[src/rtl/alu_op_sequencer.sv]
// alu_op_sequencer: collects A, B and sel bytes from a ready/valid stream,
// presents them to an external combinational/pipelined ALU, waits ALU_LAT
// cycles and captures the ALU result into a one-deep output register.
module alu_op_sequencer #(
   parameter int ALU_LAT = 1
) (
   input  logic              clk,
   input  logic              rst,
   input  logic [7:0]        s_data,
   input  logic              s_valid,
   output logic              s_ready,
   output logic signed [7:0] A,
   output logic signed [7:0] B,
   output logic [2:0]        sel,
   input  logic signed [7:0] C,
   input  logic              Z,
   output logic signed [7:0] m_data,
   output logic              m_zero,
   output logic              m_valid,
   input  logic              m_ready,
   output logic              busy
);

   typedef enum logic [1:0] {
      GET_A   = 2'd0,
      GET_B   = 2'd1,
      GET_SEL = 2'd2,
      WAIT    = 2'd3
   } state_t;

   localparam logic [2:0] LAT_INIT = 3'(ALU_LAT);

   state_t             state_q, state_d;
   logic signed [7:0]  a_q, a_d;
   logic signed [7:0]  b_q, b_d;
   logic [2:0]         sel_q, sel_d;
   logic [2:0]         cnt_q, cnt_d;
   logic signed [7:0]  m_data_q, m_data_d;
   logic               m_zero_q, m_zero_d;
   logic               m_valid_q, m_valid_d;

   logic               accept;
   logic               xfer;
   logic               capture;

   // State register; reset drops any partial triplet and any pending result.
   always_ff @(posedge clk or posedge rst) begin
      if (rst) begin
         state_q   <= GET_A;
         a_q       <= '0;
         b_q       <= '0;
         sel_q     <= '0;
         cnt_q     <= '0;
         m_data_q  <= '0;
         m_zero_q  <= 1'b0;
         m_valid_q <= 1'b0;
      end else begin
         state_q   <= state_d;
         a_q       <= a_d;
         b_q       <= b_d;
         sel_q     <= sel_d;
         cnt_q     <= cnt_d;
         m_data_q  <= m_data_d;
         m_zero_q  <= m_zero_d;
         m_valid_q <= m_valid_d;
      end
   end

   // Next-state logic: byte collection, latency countdown and result capture.
   always_comb begin
      state_d   = state_q;
      a_d       = a_q;
      b_d       = b_q;
      sel_d     = sel_q;
      cnt_d     = cnt_q;
      m_data_d  = m_data_q;
      m_zero_d  = m_zero_q;
      m_valid_d = m_valid_q;

      accept  = (state_q != WAIT);
      xfer    = accept && s_valid;
      // A finished result may only be captured if the output slot is free or
      // is being emptied on this same edge; otherwise the FSM stalls in WAIT.
      capture = (state_q == WAIT) && (cnt_q == 3'd0) && (!m_valid_q || m_ready);

      // Delivery empties the slot unless a new result replaces it.
      if (m_ready) begin
         m_valid_d = 1'b0;
      end

      unique case (state_q)
         GET_A: begin
            if (xfer) begin
               a_d     = s_data;
               state_d = GET_B;
            end
         end
         GET_B: begin
            if (xfer) begin
               b_d     = s_data;
               state_d = GET_SEL;
            end
         end
         GET_SEL: begin
            if (xfer) begin
               sel_d   = s_data[2:0];
               cnt_d   = LAT_INIT;
               state_d = WAIT;
            end
         end
         WAIT: begin
            if (cnt_q != 3'd0) begin
               cnt_d = cnt_q - 3'd1;
            end else if (capture) begin
               m_data_d  = C;
               m_zero_d  = Z;
               m_valid_d = 1'b1;
               state_d   = GET_A;
            end
         end
         default: begin
            state_d = GET_A;
         end
      endcase
   end

   // Output drive; s_ready is forced low combinationally while reset is held.
   always_comb begin
      s_ready = accept && !rst;
      busy    = (state_q != GET_A);
      A       = a_q;
      B       = b_q;
      sel     = sel_q;
      m_data  = m_data_q;
      m_zero  = m_zero_q;
      m_valid = m_valid_q;
   end

endmodule

[config.mk]
export PLATFORM = sky130hd
export DESIGN_NAME = alu_op_sequencer
export DESIGN_NICKNAME = d
export VERILOG_FILES = /design/src/rtl/alu_op_sequencer.sv
export SDC_FILE = /design/constraint.sdc
export NUM_CORES = 1
export LEC_CHECK = 0
export ABC_AREA = 1
export BUFFER_PORTS_ARGS = -buffer_cell sky130_fd_sc_hd__buf_2
export CAP_MARGIN = 10
export CORE_UTILIZATION = 44
export DETAILED_ROUTE_END_ITERATION = 7
export GPL_ROUTABILITY_DRIVEN = 0
export PLACE_DENSITY = 0.8
export REMOVE_ABC_BUFFERS = 1
export SETUP_SLACK_MARGIN = 0.02
export SYNTH_ARGS = -nofsm -noshare
export SYNTH_HDL_FRONTEND = slang
export SYNTH_SLANG_ARGS = --single-unit
[constraint.sdc]
create_clock -name clk -period 1.2 [get_ports clk]
set_input_delay 0.18 -clock clk [delete_from_list [all_inputs] [get_ports clk]]
set_output_delay 0.18 -clock clk [all_outputs]
set_load 0.005 [all_outputs]
==> metrics.cfg, run 1 <==
[finish]
seqCellArea_um2 = 851
fill_cells = 220
multi_input_comb_area_um2 = 847
final_util_pct = 75.8
antennaDiodeCount = 0
drive_gt1_share_pct = 65.1
layout_commonest_cell = buf_2
fin_cells = 279
final_cell_mix = 51 x buf_2, 34 x dfrtp_1, 24 x nand2_1
nets = 262
area_delta_synth_final_pct = 58.5

[critical_path]
cp_top_family = flip-flops
worstPathRequired_ns = 1.02
end_kind = output pin
crit_chain = buf_6, inv_4, ha_4, inv_2, buf_2
worst_path_max_delay_cell = dfrtp_1
crit_buf_inv = 4
critPathMaxStageDelay_ns = 0.45
cp.arrival_ns = 1.25
path_class = reg -> out
cp-start-kind = flop
crit_fanout = 3

[route]
drt-total-wl_um = 3700
wire_per_inst_um = 13.3
vias = 1312
drtAntennaViolNets = 0
drtIter0Drc = 41
firstDrtPassIters = 2
routed_via_density = 4.70
drc_errors = 0

[synthesis]
synth_cell_types = 17
ys_seq_area_share_pct = 56.4
ys_warn_count = 0
syn_inst = 157
syn_avg_cell_area_um2 = 9.61
synth-seq-cells = 34
synth_area_mm2 = 0.00151

[flow_run]
drv_cap = 0

[run_status]
violations = setup timing
status = finished with violations

[timing]
period_share_pct = 119
slew_violations = 0
hold_viol_final = 0
fmax_mhz = 697
tightestPinTransition_ns = 0.278
finalClockSkew_ns = 0.00674
fin_ws_ns = -0.234
hold_slack_ns = 0.0425
setup_viol = 35
rsz0062_at_grt = true
max_slew_margin_pct = 81.5
finalCriticalPeriod_ns = 1.43

[grt]
grt_max_degree = 32
first_global_vias = 1211
antenna_found_initial = 0
grt_util_all_layers_pct = 20.8
grt_pass1_wl_um = 5450
grt-ovfl-total = 0

[cts]
cts_max_level = 2
cts_tree = done
insertion_delay_ns = 0.33
cts_root_buffer = clkbuf_4
cts_buffer_depth = 2
path_clk_slew_ns = 0.10
cts_num_sinks = 34
cts_buffers = 5

[place]
post-place-ws_ns = -0.187
port_buffers = 51
dp_hpwl_um = 2180
dp.cells = 259

[floorplanning]
rows = 20
ios = 52
initial_core_util_pct = 47.9
dieArea_mm2 = 0.00367
die-height_um = 60.6
design.core.area_mm2 = 0.00315
die_w_um = 60.6

[pwr]
power.leakage_nw = 1.30
powerDensity_mw_per_mm2 = 2480
irDropWorstVdd_mv = 1.49
p_total_mw = 5.92

[worst_hold_path]
hold_class = in -> reg

[stage by stage]
step,TNS (ns),area [µm²]
floorplan,-2.62,1480
global placement,-3.09,1890
detailed placement,-4.33,1890
CTS,-5.81,2210
global route,-7.80,2390
finish,-6.44,2390
[routing by layer]
layer  track usage [%]  share of wire (%)  routed length [µm]  up-vias
met2              35.0                 49                1830       48
met5                 0                  0                   0        -
met3              5.54                5.5                 202        7
met1              25.0                 44                1620      612
met4              9.42                1.4                  52        0
li1                  -                  -                   -      645
[cells by family after synthesis]
group                      count (synthesis)  share of synthesized area, %
buffers and inverters                     24                          8.29
adders and majority gates                  6                          4.97
AOI/OAI and AO/OA                         24                          10.6
and+or+nand+nor                           69                          19.7
DFF                                       34                          56.4
[repair_timing]
action	CTS	global route
cloned	3	1
resized for setup	48	41
endpoints found under the setup margin	35	35
buffers inserted	6	2
hold buffers	1	0
hold endpoints to repair	3	0
pin swaps	10	5
[worst paths after layout]
| check | startpoint | to | slack, ns | depth (start not counted) |
|---|---|---|---|---|
| worst max-delay path | state_q[0] | busy | -0.23 | 5 |
| worst min-delay path | C[0] | m_data[0] | 0.04 | 3 |
| worst max register to register | state_q[0] | A[2] | -0.23 | 7 |
| worst min register to register | m_data[0] | m_data[0] | 0.48 | 2 |
| max in group asynchronous | rst | sel[2] | 0.45 | 4 |
| min in group asynchronous | rst | state_q[0] | 0.33 | 3 |
[power by group]
| part | switching (mW) | internal, mW |
|---|---|---|
| sequential | 0.387 | 1.67 |
| clock | 0.356 | 0.221 |
| combinational | 1.66 | 1.63 |
| total | 2.40 | 3.52 |
[area by class of cell]
cell class | count | area share (%)
sequential | 34 | 35.6
multi-input combinational | 101 | 35.4
inverter | 21 | 4.03
timing repair inverter | 1 | 0.680
timing repair buffer | 71 | 20.1
tap | 44 | 2.30
clock buffer | 7 | 1.88
[tightest hold or removal path: stages]
cell	delay, ns
buf_2	0.08
nand2_2	0.04
nand2_1	0.04
[sequential cells by signal, indices dropped and copies added (netlist names)]
name,cells
m_valid,1
state_q,2
A,8
B,8
m_zero,1
sel,3
m_data,8
cnt_q,3
[cell usage after synthesis, drive strengths merged]
master	instances	area share (%)
nand2	63	17
dfrtp	34	56
o21ai	22	9.8
inv	20	5.0
ha	6	5.0
buf	3	2.2
nor2	3	1.2
nand4	2	0.83
o22ai	2	0.83
clkinv	1	1.1
nand3	1	0.33
Note: power is estimated with default switching activity, not from simulation.
==> run 2: changes to the inputs <==
--- a/config.mk
+++ b/config.mk
@@ -8,9 +8,11 @@
 export ABC_AREA = 1
 export BUFFER_PORTS_ARGS = -buffer_cell sky130_fd_sc_hd__buf_2
 export CAP_MARGIN = 10
+export CORE_ASPECT_RATIO = 2
 export CORE_UTILIZATION = 44
 export DETAILED_ROUTE_END_ITERATION = 7
 export GPL_ROUTABILITY_DRIVEN = 0
+export HOLD_SLACK_MARGIN = 0.03
 export PLACE_DENSITY = 0.8
 export REMOVE_ABC_BUFFERS = 1
 export SETUP_SLACK_MARGIN = 0.02
==> run 2 against run 1 <==
Effect of this change: register-to-register slack better by 0.02 ns; largest power group unchanged; global-route usage is 1.2 points higher; die area is 0.40% higher; combinational power is 12% higher; critical path depth is 3 higher; clock skew is 0.0025 ns lower; the flow finishes with violations (DRC, setup timing).
==> metrics.cfg, run 2 (synthesis results as in run 1) <==
[critical_path]
end_kind = flop
critPathMaxStageDelay_ns = 0.41  ; -0.04 ns
crit_fanout = 3  ; unchanged
worst_path_max_delay_cell = dfrtp_1
cp.arrival_ns = 1.60  ; +0.35 ns
cp-start-kind = flop
crit_chain = buf_6, inv_6, ha_4, buf_8, o21ai_4, nand3_2, nand2_2, nand2_1
regToRegSetupSlack_ns = -0.22  ; +0.02 ns
rr_worst_depth = 8  ; +1
r2r_end = state_q[0]
r2r_start = state_q[0]
worstPathRequired_ns = 1.38  ; +0.36 ns
crit_buf_inv = 3  ; -1
cp_top_family = flip-flops
path_class = reg -> reg

[place]
dp_hpwl_um = 2100  ; -3.7%
dpl-instance-area_mm2 = 0.00186  ; -1.4%
port_buffers = 51  ; unchanged
post-place-ws_ns = -0.206  ; -0.0189 ns

[pwr]
swShare_pct = 38.9  ; -1.7 points
seq_power_share_pct = 30.6  ; -4.1 points
powerDensity_mw_per_mm2 = 2740  ; +11%
power.leakage_nw = 1.31  ; +1.0%
p_sw_mw = 2.65  ; +10%
irDropWorstVdd_mv = 1.56  ; +4.6%
p_int_mw = 4.15  ; +18%
power_frac_clock_pct = 15.1  ; +5.4 points
p_total_mw = 6.80  ; +15%
power_frac_comb_pct = 54.3  ; -1.3 points

[floorplanning]
ios = 52  ; unchanged
die_w_um = 43.4  ; -28%
initial_core_util_pct = 46.7  ; -1.1 points
die-height_um = 84.8  ; +40%
design.core.area_mm2 = 0.00323  ; +2.4%
rows = 29  ; +45%
dieArea_mm2 = 0.00368  ; +0.40%

[worst_hold_path]
hold_class = in -> reg
hold_path_end = m_data[3]
min_from = C[3]
holdPathStages = 3  ; unchanged

[timing]
max_slew_margin_pct = 70.8  ; -11 points
fin_setup_tns_ns = -5.29  ; +1.15 ns
fin_ws_ns = -0.219  ; +0.0152 ns
setup_viol = 35  ; unchanged
slew_violations = 0  ; unchanged
finalCriticalPeriod_ns = 1.42  ; -0.0152 ns
finalClockSkew_ns = 0.00423  ; -0.00250 ns
period_share_pct = 118  ; -1.3 points
tightestPinTransition_ns = 0.438  ; +0.160 ns
hold_viol_final = 0  ; unchanged
rsz0062_at_grt = true
fmax_mhz = 705  ; +1.1%

[grt]
grt_max_degree = 35  ; +9.4%
grt_pass1_wl_um = 5930  ; +8.9%
antenna_found_initial = 0  ; unchanged
first_global_vias = 1345  ; +11%
grt_util_all_layers_pct = 22.0  ; +1.2 points
grt-ovfl-total = 0  ; unchanged

[finish]
nets = 269  ; +2.7%
drive_gt1_share_pct = 63.8  ; -1.3 points
final_area_mm2 = 0.00248  ; +3.7%
fill_cells = 213  ; -3.2%
layout_commonest_cell = buf_2
antennaDiodeCount = 0  ; unchanged
final_util_pct = 76.8  ; +0.92 points
final_cell_mix = 50 x buf_2, 34 x dfrtp_1, 26 x nand2_1
area_delta_synth_final_pct = 64.3

[route]
drc_errors = 6  ; +6
drtAntennaViolNets = 0  ; unchanged
routed_via_density = 5.00  ; +6.4%
drtIter0Drc = 26  ; -37%
firstDrtPassIters = 6  ; +4
drt-total-wl_um = 4180  ; +13%
vias = 1371  ; +4.5%
wire_per_inst_um = 15.2  ; +15%

[cts]
cts_tree = done
insertion_delay_ns = 0.29  ; -0.04 ns
cts_root_buffer = clkbuf_8
cts_num_sinks = 34  ; unchanged
cts_max_level = 2  ; unchanged
cts_buffer_depth = 2  ; unchanged
cts_buffers = 5  ; unchanged
path_clk_slew_ns = 0.07  ; -0.03 ns

[run_status]
status = finished with violations
violations = DRC, setup timing

[flow_run]
drv_cap = 0  ; unchanged

## run 2: changes by cell type in the layout (fill, tap and decap cells not counted), moves of 2 or more
cell,change
buf_4,+7
buf_6,+2
clkbuf_4,-5
clkbuf_8,+5
nand2_1,+2
nand2_2,-4
nand2_4,+2
o21ai_1,+2
o21ai_2,-2
## run 2: per-stage QoR
stage	cells	hold slack [ns]
after floorplan	154	0.290
after global placement	248	0.305
after detailed placement	248	0.303
after CTS	267	0.0856
after global routing	274	0.0883
final	274	0.0928
## run 2: routing by layer
metal	wire, µm	GRT usage (%)	share of wire, %	up-vias
li1	-	-	-	657
met1	1440	22.5	34	660
met2	2490	38.7	60	44
met3	155	5.96	3.7	10
met4	90	12.2	2.2	0
met5	0	0	0	-
## run 2: cell type report
| class | count | area, µm² | area share [%] |
|---|---|---|---|
| Clock buffer | 7 | 76.3 | 3.08 |
| Timing Repair Buffer | 79 | 538 | 21.7 |
| Inverter | 21 | 98.8 | 3.99 |
| Sequential cell | 34 | 851 | 34.3 |
| Tap cell | 31 | 38.8 | 1.56 |
| Multi-Input combinational cell | 101 | 846 | 34.1 |
| Clock inverter | 1 | 30.0 | 1.21 |
## run 2: power groups by stage
stage          combinational (mW)  sequential, mW  clock, mW
4_1_cts                      2.89            1.99       1.05
6_report                     3.69            2.08       1.03
5_1_grt                      4.02            2.13       1.08
3_5_place_dp                 2.15            1.92          0
2_1_floorplan                1.17            1.98          0
3_3_place_gp                 2.11            1.91          0
## run 2: worst min-delay path, delay by kind of cell
kind	cells	cell delay (ns)
simple gates	2	0.09
buf+inv	1	0.08
## run 2: worst max-delay path by stage
stage,slack [ns],start,endpoint,cells past startpoint
final,-0.22,state_q[0],state_q[0],8
after floorplan,-0.21,cnt_q[0],state_q[0],10
after detailed placement,-0.21,cnt_q[0],state_q[1],10
after global placement,-0.17,cnt_q[0],state_q[0],10
after CTS,-0.18,state_q[1],busy,5
after global routing,-0.28,state_q[0],state_q[0],8
## run 2: timing repair
action                                  in CTS  in global routing
buffers inserted                             9                  6
cloned                                       1                  1
hold endpoints to repair                    34                  0
endpoints found under the setup margin      35                 35
hold buffers                                 1                  0
pin swaps                                   17                 11
resized for setup                           51                 38
